$ cat src/rtl/dependence_eval_pipe.sv
// Two-stage valid/ready pipeline evaluating a selectable 3-input bitwise function,
// with per-result popcount and a saturating count of nonzero delivered results.
module dependence_eval_pipe #(
  parameter int WIDTH = 8,
  parameter int CNT_W = 16,
  localparam int PW = $clog2(WIDTH + 1)
) (
  input  logic             clk,
  input  logic             rst_n,
  input  logic             in_valid,
  output logic             in_ready,
  input  logic [WIDTH-1:0] in_a,
  input  logic [WIDTH-1:0] in_b,
  input  logic [WIDTH-1:0] in_c,
  input  logic [1:0]       in_mode,
  output logic             out_valid,
  input  logic             out_ready,
  output logic [WIDTH-1:0] out_result,
  output logic [PW-1:0]    out_popcnt,
  output logic [1:0]       out_mode,
  output logic [CNT_W-1:0] hit_cnt,
  input  logic             cnt_clr
);

  logic             s1_v, s2_v;
  logic [WIDTH-1:0] s1_res, s2_res;
  logic [1:0]       s1_mode, s2_mode;
  logic [PW-1:0]    s2_pc;
  logic [WIDTH-1:0] fn_res;
  logic [PW-1:0]    s1_pc;
  logic             s1_ld, s2_ld, accept;

  assign s2_ld    = !s2_v || out_ready;
  assign s1_ld    = !s1_v || s2_ld;
  assign in_ready = s1_ld;
  assign accept   = in_valid && in_ready;

  always_comb begin
    fn_res = '0;
    case (in_mode)
      2'd0:    fn_res = in_a & (in_b | in_c);
      2'd1:    fn_res = (in_a & in_b) | (in_b & in_c) | (in_a & in_c);
      2'd2:    fn_res = in_a ^ in_b ^ in_c;
      default: fn_res = ~(in_a & (in_b | in_c));
    endcase
  end

  always_comb begin
    s1_pc = '0;
    for (int i = 0; i < WIDTH; i++) s1_pc = s1_pc + PW'(s1_res[i]);
  end

  always_ff @(posedge clk or negedge rst_n) begin
    if (!rst_n) begin
      s1_v    <= 1'b0;
      s1_res  <= '0;
      s1_mode <= '0;
    end else begin
      if (s1_ld) s1_v <= in_valid;
      if (accept) begin
        s1_res  <= fn_res;
        s1_mode <= in_mode;
      end
    end
  end

  // popcount is taken off the stage-1 register so the output stage stays a plain register
  always_ff @(posedge clk or negedge rst_n) begin
    if (!rst_n) begin
      s2_v    <= 1'b0;
      s2_res  <= '0;
      s2_mode <= '0;
      s2_pc   <= '0;
    end else if (s2_ld) begin
      s2_v <= s1_v;
      if (s1_v) begin
        s2_res  <= s1_res;
        s2_mode <= s1_mode;
        s2_pc   <= s1_pc;
      end
    end
  end

  assign out_valid  = s2_v;
  assign out_result = s2_res;
  assign out_popcnt = s2_pc;
  assign out_mode   = s2_mode;

  always_ff @(posedge clk or negedge rst_n) begin
    if (!rst_n) begin
      hit_cnt <= '0;
    end else if (cnt_clr) begin
      hit_cnt <= '0;
    end else if (out_valid && out_ready && (out_result != '0) && !(&hit_cnt)) begin
      hit_cnt <= hit_cnt + 1'b1;
    end
  end

endmodule

$ cat config.mk
export PLATFORM = sky130hd
export DESIGN_NAME = dependence_eval_pipe
export DESIGN_NICKNAME = d
export VERILOG_FILES = /design/src/rtl/dependence_eval_pipe.sv
export SDC_FILE = /design/constraint.sdc
export NUM_CORES = 1
export LEC_CHECK = 0
export CAP_MARGIN = 20
export CELL_PAD_IN_SITES_DETAIL_PLACEMENT = 1
export CELL_PAD_IN_SITES_GLOBAL_PLACEMENT = 1
export CORE_ASPECT_RATIO = 1.1
export CORE_MARGIN = 1
export CORE_UTILIZATION = 40
export CTS_BUF_LIST = sky130_fd_sc_hd__clkbuf_4 sky130_fd_sc_hd__clkbuf_8
export CTS_CLUSTER_SIZE = 8
export DETAILED_ROUTE_END_ITERATION = 8
export GPL_ROUTABILITY_DRIVEN = 0
export PLACE_DENSITY_LB_ADDON = 0.1
export RECOVER_POWER = 50
export SYNTH_ARGS = -nofsm -noshare
export SYNTH_HDL_FRONTEND = slang
export SYNTH_SLANG_ARGS = --single-unit
$ cat constraint.sdc
create_clock -name clk -period 8.2 [get_ports clk]
set_clock_uncertainty 0.1 [all_clocks]
set_input_delay 1.23 -clock clk [delete_from_list [all_inputs] [get_ports clk]]
set_output_delay 1.23 -clock clk [all_outputs]
set_load 0.005 [all_outputs]
==> flow_metrics.tcl <==
set metrics [dict create \
    outcome "finished with violations" \
    violations "max-capacitance violations, max-slew violations" \
    synth_edf_count 0 \
    vdd_drop_max_mv 0.0724 \
    fp.dieH_um 84.5 \
    start_util_pct 42.1 \
    yosysMostFrequentCell "dfrtp_1" \
    synth_fp_nets 278 \
    cp-endpoint "in_ready" \
    syn_inst 231 \
    required_ns 6.87 \
    final_nets 337 \
    crit_path_max_incr_delay_ns 0.56 \
    synthArstFlopShare_pct 100 \
    cp_max_fo 3 \
    synth_commonest_cells "dfrtp_1 (42), nor2_1 (22), a211oi_1 (16), nand2_1 (16), o21ai_0 (16)" \
    worstSetupEndpointType "output port" \
    clock.fmax_mhz 263 \
    portBuffers 62 \
    clk_path_buf_depth 2 \
    drtPass1Iterations 3 \
    ys_seq_area_share_pct 42.5 \
    cts_made_buffers 5 \
    worst_slack_ns 4.40 \
    grt_max_degree 43 \
    num_vias 1975 \
    area_delta_synth_final_pct 30.5 \
    dp_slack_ns 4.48 \
    worstSkewPairLatency_ns 0.29 \
    ys_seq_elements 42 \
    drv_cap 1 \
    path_clk_slew_ns 0.07 \
    tightest_slew_ns 2.22 \
    yosys_warnings 0 \
    dieArea_mm2 0.00650 \
    grt_pass1_wl_um 9520 \
    drv_slew 43 \
    n_fill_cell 658 \
    hold_violations 0 \
    finalCritPeriodShare_pct 46.3 \
    startpoint "out_ready" \
    min_period_ns 3.80 \
    synth.area.top_cells "dfrtp_1 (43%), fa_1 (9.7%), a211oi_1 (4.9%)" \
    drc 0 \
    track_usage_pct 18.4 \
    htree_levels 2 \
    drive_gt1_share_pct 8.62 \
    ctsHoldBuffers 0 \
    rows 29 \
    crit_chain "dlygate4sd3_1 -> nand3b_1 -> clkdlybuf4s50_1" \
    ios 63 \
    synthFlopType "dfrtp_1" \
    cts_setup_buffers 0 \
    coreArea_mm2 0.00588 \
    reg2regPathDepth 9 \
    yosysTopAreaCell "dfrtp_1" \
    dr.first_iter.drc_count 46 \
    cts_tree "yes" \
    hpwlAfterDp_um 4100 \
    grt_overflow 0 \
    cts_sinks 42 \
    ant_nets 0 \
    grt_pass1_vias 2072 \
    fp.dieW_um 77.0 \
    grt_setup_unrepaired "no" \
    ys_types 39 \
    reg2reg_to "out_popcnt[1]" \
    hp-class "reg2reg" \
    post_cts_resized 0 \
    wirelength_um 5240 \
    wl_per_cell_um 14.3 \
    slowest_stage "dlygate4sd3_1" \
    critPathLaunchType "input port" \
    setup_viol 0 \
    final.setup.tns_ns 0 \
    synth_top_area_share_pct 42.5 \
    antenna_found_initial 0 \
    criticalPathCategory "in2out" \
    cp_data_arrival_time_ns 2.47 \
    syn_area_mm2 0.00247 \
    timing.slew.headroom_pct -47.7 \
    syn_area_per_cell_um2 10.7 \
    reg2reg_slack_ns 5.17 \
    worstReg2RegStart "s1_res[0]" \
    final_util_pct 54.9 \
    p_leak_nw 1.42 \
    power-per-cell-area_mw_per_mm2 180 \
    vias_per_cell 5.38 \
    diodes 0 \
    cts-root-buf "clkbuf_8" \
]
critical path: cells and delay by family:
kind	cells	cell delay, ns
buffers and inverters	2	1.03
and+or+nand+nor	1	0.21
metrics by stage:
step	instance area, µm²	total power, mW	cells	hold slack (ns)
global route	3230	0.629	367	0.396
finish	3230	0.580	367	0.380
CTS	3230	0.600	367	0.383
detailed placement	3140	0.467	360	0.366
global placement	3140	0.460	360	0.361
floorplan	2470	0.368	231	0.350
where the power goes:
part	leakage [nW]	internal (mW)	total (mW)	switching, mW
Combinational	0.843	0.102	0.189	0.0869
Clock	0.0452	0.0653	0.131	0.0655
Sequential	0.537	0.239	0.260	0.0215
layer usage:
metal	GRT usage (%)	part of all wire, %
met1	19.7	41
met2	36.0	55
met3	2.83	2.6
met4	6.29	1.5
met5	0	0
flip-flops by register name (all words and copies together), names as in the netlist:
name,flops
hit_cnt,16
out_result,8
s1_res,8
out_popcnt,4
out_mode,2
s1_mode,2
out_valid,1
s1_v,1
how the worst min path moves through the flow:
stage / startpoint / to / slack [ns] / depth (start not counted)
2_1_floorplan: s1_res[4] / s1_res[4] / 0.35 / 1
3_3_place_gp: s1_res[4] / s1_res[4] / 0.36 / 1
3_5_place_dp: s1_res[4] / s1_res[4] / 0.37 / 1
4_1_cts: s1_res[4] / s1_res[4] / 0.38 / 1
5_1_grt: s1_res[4] / s1_res[4] / 0.40 / 1
6_report: s1_res[4] / s1_res[4] / 0.38 / 1
final cells by class:
| cell class | count | area, µm² | area share, % |
|---|---|---|---|
| flip-flops and latches | 42 | 1050 | 32.6 |
| multi-input cells | 169 | 1340 | 41.6 |
| inverters | 10 | 37.5 | 1.16 |
| clock buffers | 7 | 83.8 | 2.60 |
| well taps | 77 | 96.3 | 2.99 |
| repair buffers | 62 | 614 | 19.0 |
logic make-up (layout without fill, tap and decap cells):
| family | Yosys count | after routing | synth area share (%) |
|---|---|---|---|
| buffers and inverters | 20 | 79 | 3.14 |
| DFF | 42 | 42 | 42.5 |
| and+or+nand+nor | 66 | 66 | 14.3 |
| xor gates and xnor gates | 10 | 10 | 3.54 |
| AOI/OAI and AO/OA | 57 | 57 | 16.2 |
| adders and majority gates | 16 | 16 | 11.7 |
| muxes | 20 | 20 | 8.55 |
placed cells by master, fill, tap and decap left out, types with 2 or more instances in the layout:
cell type | netlist | routed
nor2_1 | 22 | 22
mux2i_1 | 11 | 11
a21oi_1 | 4 | 4
ha_1 | 4 | 4
fa_1 | 12 | 12
o21ai_0 | 16 | 16
nor4_1 | 3 | 3
a21o_1 | 8 | 8
and3_1 | 6 | 6
xor2_1 | 10 | 10
dlygate4sd3_1 | 0 | 15
dfrtp_1 | 42 | 42
clkbuf_8 | 0 | 5
nand2b_1 | 3 | 3
a211oi_1 | 16 | 16
nand4_1 | 3 | 3
o211ai_1 | 5 | 5
clkdlybuf4s50_1 | 0 | 46
nand2_1 | 16 | 16
inv_1 | 10 | 10
nand3_1 | 3 | 3
or3_1 | 2 | 2
mux2_2 | 9 | 9
clkbuf_4 | 0 | 2
(Power assumes the default switching activity.)
